## src/rtl/naive_uart_pkg.sv

```systemverilog
// Shared constants and types for the naive_bus UART transmitter responder.
package naive_uart_pkg;

    localparam logic [1:0] REG_TXDATA  = 2'd0;
    localparam logic [1:0] REG_STATUS  = 2'd1;
    localparam logic [1:0] REG_DIVISOR = 2'd2;

    localparam int ST_BUSY_BIT  = 0;
    localparam int ST_FULL_BIT  = 1;
    localparam int ST_EMPTY_BIT = 2;
    localparam int ST_COUNT_LSB = 8;

    typedef enum logic [1:0] {
        TX_IDLE  = 2'd0,
        TX_START = 2'd1,
        TX_DATA  = 2'd2,
        TX_STOP  = 2'd3
    } tx_state_t;

    // A divisor of zero still needs a one-cycle bit.
    function automatic logic [15:0] bit_period(input logic [15:0] div);
        return (div == 16'd0) ? 16'd1 : div;
    endfunction

endpackage

```

## src/rtl/sync_fifo.sv

```systemverilog
// Synchronous FIFO with a combinational head word; pointers wrap modulo DEPTH.
module sync_fifo #(
    parameter int DEPTH = 8,
    parameter int WIDTH = 8
) (
    input  logic                     clk,
    input  logic                     rst_n,
    input  logic                     push_i,
    input  logic                     pop_i,
    input  logic [WIDTH-1:0]         din_i,
    output logic [WIDTH-1:0]         dout_o,
    output logic [$clog2(DEPTH):0]   count_o,
    output logic                     full_o,
    output logic                     empty_o
);
    localparam int AW = $clog2(DEPTH);
    localparam logic [AW:0] FULL_CNT = (AW+1)'(DEPTH);

    logic [WIDTH-1:0] mem_q [DEPTH];
    logic [AW-1:0]    wr_ptr_q, wr_ptr_d;
    logic [AW-1:0]    rd_ptr_q, rd_ptr_d;
    logic [AW:0]      count_q, count_d;
    logic             do_push_s, do_pop_s;

    assign full_o    = (count_q == FULL_CNT);
    assign empty_o   = (count_q == '0);
    assign count_o   = count_q;
    assign dout_o    = mem_q[rd_ptr_q];
    assign do_push_s = push_i & ~full_o;
    assign do_pop_s  = pop_i & ~empty_o;

    // Pointer and occupancy next-state.
    always_comb begin
        wr_ptr_d = do_push_s ? (wr_ptr_q + AW'(1)) : wr_ptr_q;
        rd_ptr_d = do_pop_s  ? (rd_ptr_q + AW'(1)) : rd_ptr_q;
        case ({do_push_s, do_pop_s})
            2'b10:   count_d = count_q + (AW+1)'(1);
            2'b01:   count_d = count_q - (AW+1)'(1);
            default: count_d = count_q;
        endcase
    end

    // Pointer and occupancy registers.
    always_ff @(posedge clk or negedge rst_n) begin
        if (!rst_n) begin
            wr_ptr_q <= '0;
            rd_ptr_q <= '0;
            count_q  <= '0;
        end else begin
            wr_ptr_q <= wr_ptr_d;
            rd_ptr_q <= rd_ptr_d;
            count_q  <= count_d;
        end
    end

    // Storage array; contents are don't-care while empty, so no reset.
    always_ff @(posedge clk) begin
        if (do_push_s) begin
            mem_q[wr_ptr_q] <= din_i;
        end
    end

endmodule

```

## src/rtl/naive_bus_uart_tx_slave.sv

```systemverilog
// naive_bus responder: byte writes queue into a TX FIFO and are sent 8N1 on tx.
module naive_bus_uart_tx_slave
    import naive_uart_pkg::*;
#(
    parameter int          DEPTH     = 8,
    parameter logic [15:0] DIV_RESET = 16'd868
) (
    input  logic        clk,
    input  logic        rst_n,
    input  logic        rd_req,
    output logic        rd_gnt,
    input  logic [31:0] rd_addr,
    output logic [31:0] rd_data,
    input  logic        wr_req,
    output logic        wr_gnt,
    input  logic [31:0] wr_addr,
    input  logic [3:0]  wr_be,
    input  logic [31:0] wr_data,
    output logic        tx,
    output logic        irq
);
    localparam int CW = $clog2(DEPTH) + 1;

    tx_state_t     state_q, state_d;
    logic [15:0]   div_q, div_d;
    logic [15:0]   period_q, period_d;
    logic [15:0]   cnt_q, cnt_d;
    logic [2:0]    idx_q, idx_d;
    logic [7:0]    shift_q, shift_d;
    logic          tx_q, tx_d;
    logic          irq_q, irq_d;
    logic [31:0]   rd_data_q, rd_data_d, rd_mux_s;

    logic          push_s, pop_s, full_s, empty_s, busy_s;
    logic [7:0]    head_s;
    logic [CW-1:0] count_s;
    logic [8:0]    count_ext_s;
    logic          txdata_be0_s, div_we_s;
    logic          unused_s;

    sync_fifo #(.DEPTH(DEPTH), .WIDTH(8)) u_fifo (
        .clk     (clk),
        .rst_n   (rst_n),
        .push_i  (push_s),
        .pop_i   (pop_s),
        .din_i   (wr_data[7:0]),
        .dout_o  (head_s),
        .count_o (count_s),
        .full_o  (full_s),
        .empty_o (empty_s)
    );

    assign count_ext_s  = 9'(count_s);
    assign busy_s       = (state_q != TX_IDLE);
    assign txdata_be0_s = (wr_addr[3:2] == REG_TXDATA) & wr_be[0];
    // A push into a full FIFO stalls even if the transmitter pops this cycle.
    assign wr_gnt       = wr_req & ~(txdata_be0_s & full_s);
    assign push_s       = wr_req & txdata_be0_s & ~full_s;
    assign rd_gnt       = rd_req;
    assign div_we_s     = wr_req & (wr_addr[3:2] == REG_DIVISOR);
    assign div_d[7:0]   = (div_we_s & wr_be[0]) ? wr_data[7:0]  : div_q[7:0];
    assign div_d[15:8]  = (div_we_s & wr_be[1]) ? wr_data[15:8] : div_q[15:8];
    assign irq_d        = empty_s & ~busy_s;
    assign rd_data_d    = rd_req ? rd_mux_s : rd_data_q;
    assign rd_data      = rd_data_q;
    assign tx           = tx_q;
    assign irq          = irq_q;
    assign unused_s     = ^{rd_addr[31:4], rd_addr[1:0], wr_addr[31:4], wr_addr[1:0],
                            wr_data[31:16], wr_be[3:2], count_ext_s[8]};

    // Read-data mux.
    always_comb begin
        rd_mux_s = 32'd0;
        case (rd_addr[3:2])
            REG_STATUS: begin
                rd_mux_s[ST_COUNT_LSB +: 8] = count_ext_s[7:0];
                rd_mux_s[ST_EMPTY_BIT]      = empty_s;
                rd_mux_s[ST_FULL_BIT]       = full_s;
                rd_mux_s[ST_BUSY_BIT]       = busy_s;
            end
            REG_DIVISOR: rd_mux_s = {16'd0, div_q};
            default:     rd_mux_s = 32'd0;
        endcase
    end

    // Transmitter next state; tx_d anticipates the level of the state being entered.
    always_comb begin
        state_d  = state_q;
        period_d = period_q;
        cnt_d    = cnt_q;
        idx_d    = idx_q;
        shift_d  = shift_q;
        tx_d     = tx_q;
        pop_s    = 1'b0;
        case (state_q)
            TX_IDLE: begin
                if (!empty_s) begin
                    pop_s    = 1'b1;
                    shift_d  = head_s;
                    period_d = bit_period(div_q);
                    cnt_d    = bit_period(div_q) - 16'd1;
                    state_d  = TX_START;
                    tx_d     = 1'b0;
                end else begin
                    tx_d = 1'b1;
                end
            end
            TX_START: begin
                if (cnt_q == 16'd0) begin
                    state_d = TX_DATA;
                    idx_d   = 3'd0;
                    cnt_d   = period_q - 16'd1;
                    tx_d    = shift_q[0];
                end else begin
                    cnt_d = cnt_q - 16'd1;
                end
            end
            TX_DATA: begin
                if (cnt_q == 16'd0) begin
                    cnt_d = period_q - 16'd1;
                    if (idx_q == 3'd7) begin
                        state_d = TX_STOP;
                        tx_d    = 1'b1;
                    end else begin
                        shift_d = {1'b0, shift_q[7:1]};
                        idx_d   = idx_q + 3'd1;
                        tx_d    = shift_q[1];
                    end
                end else begin
                    cnt_d = cnt_q - 16'd1;
                end
            end
            TX_STOP: begin
                tx_d = 1'b1;
                if (cnt_q == 16'd0) begin
                    state_d = TX_IDLE;
                end else begin
                    cnt_d = cnt_q - 16'd1;
                end
            end
            default: begin
                state_d = TX_IDLE;
                tx_d    = 1'b1;
            end
        endcase
    end

    // State, datapath and output registers.
    always_ff @(posedge clk or negedge rst_n) begin
        if (!rst_n) begin
            state_q   <= TX_IDLE;
            div_q     <= DIV_RESET;
            period_q  <= 16'd1;
            cnt_q     <= 16'd0;
            idx_q     <= 3'd0;
            shift_q   <= 8'd0;
            tx_q      <= 1'b1;
            irq_q     <= 1'b1;
            rd_data_q <= 32'd0;
        end else begin
            state_q   <= state_d;
            div_q     <= div_d;
            period_q  <= period_d;
            cnt_q     <= cnt_d;
            idx_q     <= idx_d;
            shift_q   <= shift_d;
            tx_q      <= tx_d;
            irq_q     <= irq_d;
            rd_data_q <= rd_data_d;
        end
    end

endmodule

```

## config.mk

```make
export PLATFORM = sky130hd
export DESIGN_NAME = naive_bus_uart_tx_slave
export DESIGN_NICKNAME = d
export VERILOG_FILES = /design/src/rtl/naive_uart_pkg.sv /design/src/rtl/sync_fifo.sv /design/src/rtl/naive_bus_uart_tx_slave.sv
export SDC_FILE = /design/constraint.sdc
export NUM_CORES = 1
export LEC_CHECK = 0
export ABC_AREA = 1
export CAP_MARGIN = 0
export CORE_MARGIN = 10
export CORE_UTILIZATION = 35
export CTS_CLUSTER_DIAMETER = 60
export CTS_CLUSTER_SIZE = 28
export DETAILED_ROUTE_END_ITERATION = 10
export PLACE_DENSITY_LB_ADDON = 0.15
export SYNTH_ARGS = -nofsm -noshare
export SYNTH_HDL_FRONTEND = slang
export SYNTH_SLANG_ARGS = --single-unit
```

## constraint.sdc

```tcl
create_clock -name clk -period 3.37 [get_ports clk]
set_input_delay 0.5055 -clock clk [delete_from_list [all_inputs] [get_ports clk]]
set_output_delay 0.5055 -clock clk [all_outputs]
set_load 0.02 [all_outputs]
```

==> results.md <==
* Clock buffer depth at 2
* Fin area at 0.00941 mm^2
* Top_reg_cell synth: dfrtp_1
* Drt pass-1 iters at 5
* Crit path launch type: register
* Skew final at 0.00912 ns
* CTS tree: done
* CTS clk-pin slew, worst paths at 0.07 ns
* Initial detailed-routing violation count at 414
* WL final at 20.7 mm
* Unrepaired setup endpoints after global routing: no
* Arr. time, crit path at 3.10 ns
* Share of the yosys chip area belonging to registers at 51.5%
* Synthesized cell area at 0.00808 mm^2
* First-pass GRT wire length at 33.5 mm
* Status: completed
* Final setup fails at 0
* Die Area at 0.0296 mm^2
* Synth Area in XOR/XNOR at 2.49%
* Initial antenna violation count at 0
* Yosys top cell by area: dfrtp_1
* Worst hold path class: input pin to async pin
* Worst slew pin tran at 0.656 ns
* Pre-CTS setup slack at 0.585 ns
* Endpoints failing hold at 0
* CTS Buf Count at 17
* Final Max Slew Viols at 0
* CTS Hold Bufs at 0
* Compound-Gate Fraction of Synth Area at 13.1%
* Relative slew slack at 56.2%
* NumNets Final at 1115
* Critical path class: register to register
* Netlist cell types at 49
* CP max FO at 5
* Crit path time final at 2.78 ns
* Adder-cell share of the synthesized area at 2.88%
* CORE AREA at 0.0226 mm^2
* Postcts setup bufs at 0
* Clk sinks at 153
* Width of the die at 172 um
* Drc violations at 0
* Routed vias at 6278
* Antenna-violating nets left at 0
* Critical Path End Type: register
* Leak at 3.85 nW
* Total negative slack at 0 ns
* Row cnt at 55
* Area contributors post-synth: dfrtp_1 (25%), edfxtp_1 (24%), nand2_1 (9.6%), nor2_1 (5.7%), o21ai_0 (5.2%)
* Vias/cell at 4.86
* CTS H-Tree Depth at 4
* Largest net degree at the start of global routing at 41
* Largest family of logic cells by synthesized area: simple AND/OR/NAND/NOR gates
* CTS resizes at 0
* Setup WS post-layout at 0.591 ns
* Placed insts at 1259
* Total power at 5.18 mW
* Starting Density at 35.7%
* HPWL Detailed at 14.8 mm
* Clk_lat worst skew at 0.43 ns
* Final Hold Slack at 0.0719 ns
* Post-layout util at 41.5%
* Post-synth EDFFs at 64
* Layout cells sized above 1 at 8.85%
* Fill cell count at 2310
* Yosys warning total at 0
* Critical Path RT at 3.69 ns
* Multiplexer share of the synthesized area at 0%
* Fmax at 360 MHz
* # diodes at 0
* Total GRT Usage at 14.6%
* Tcrit/Tclk final at 82.5%
* FF-to-FF path depth at 14
* Post-synth top area share at 25.1%
* Vias in the first global route at 6106
* Total grt overflow at 0
* Area Overhead vs Synth at 16.5%
* Num ports at 140
* Worst VDD drop at 0.350 mV
* Number of port buffers at 45
* Synthesized-area fraction occupied by and/or/nand/nor cells at 21.8%
* #FFs+latches synth at 153
* Syn Inst Count at 942
* Drt wl/cell at 16.1 um
* Non-filler cells, final at 1291
* Post-Syn Area per Cell at 8.57 um^2
* Die height at 172 um
* Placer Congestion at 0.831
* Most frequent cell after synthesis: nand2_1
* P per Cell Area at 550 mW/mm^2
* Max Cap Viol at 0
* Async SR Flop Fraction at 58.2%
* Most frequent cells after synthesis: nand2_1 (206), nor2_1 (122), inv_1 (95), o21ai_0 (84), dfrtp_1 (81)
* DP Area at 0.00880 mm^2
* Root Buffer: clkbuf_16
[placed cells by master, fill, tap and decap left out, types with 7 or more instances in the layout]
cell type,synthesis,layout
a21oi_1,33,33
buf_4,20,20
clkbuf_16,0,17
clkdlybuf4s50_1,0,44
conb_1,1,16
dfrtp_1,81,81
dfstp_2,8,8
edfxtp_1,64,64
ha_1,17,17
inv_1,95,95
nand2_1,206,206
nand3_1,55,55
nor2_1,122,121
nor2_2,6,7
nor3_1,10,10
o21a_1,7,7
o21ai_0,84,84
o21ai_1,7,7
o22ai_1,31,31
xnor2_1,7,7
xor2_1,16,16
[critical path, stage by stage, from the launching register on]
cell,delay [ns]
dfstp_2,0.57
nor2_1,0.08
nand2_1,0.07
nor2_1,0.06
nand2_1,0.07
nand2_1,0.15
inv_1,0.12
ha_1,0.21
inv_1,0.10
nor3_2,0.37
nand4_1,0.17
o21ai_0,0.47
nand2_1,0.10
nand2_1,0.07
nand2_1,0.05
[cell families after synthesis]
group           count (synthesis)
xor+xnor                       23
fa+ha+maj                      18
flops                         153
simple gates                  419
compound gates                182
buf+inv                       146
other cells                     1
[power breakdown]
group	total (mW)	switching, mW	internal [mW]
combinational	0.876	0.527	0.349
sequential	2.36	0.191	2.17
clock	1.94	0.882	1.06
[layout make-up]
class	instances	area, um^2	area share, %
clock buffer	17	425	4.52
clock inverter	15	184	1.96
inverter	99	377	4.00
multi-input combinational	658	3310	35.2
sequential	153	4160	44.2
tap	285	357	3.79
timing repair buffer	64	591	6.28
[registers in the layout, summed over array words and instances, names as in the netlist]
register	cells
cnt_q	16
div_q	16
idx_q	3
irq	1
period_q	16
rd_data	16
shift_q	8
state_q	2
tx	1
u_fifo.count_o	4
u_fifo.mem_q	64
u_fifo.rd_ptr_q	3
u_fifo.wr_ptr_q	3
[path summary, 6_finish.rpt]
path	startpoint	end	slack (ns)
min	rst_n	cnt_q[12]	0.07
max	div_q[9]	cnt_q[14]	0.59
min reg2reg	shift_q[3]	shift_q[3]	0.48
max in group asynchronous	rst_n	div_q[6]	2.46
max reg2reg	div_q[9]	cnt_q[14]	0.59
min in group clk	shift_q[3]	shift_q[3]	0.48
[metal layers]
layer / up-vias / global-route usage, % / routed length (um)
li1: 3205 / - / -
met1: 2957 / 20.3 / 10400
met2: 93 / 21.9 / 9110
met3: 23 / 3.08 / 940
met4: 0 / 4.80 / 308
met5: - / 0 / 0
(Power assumes the default switching activity.)
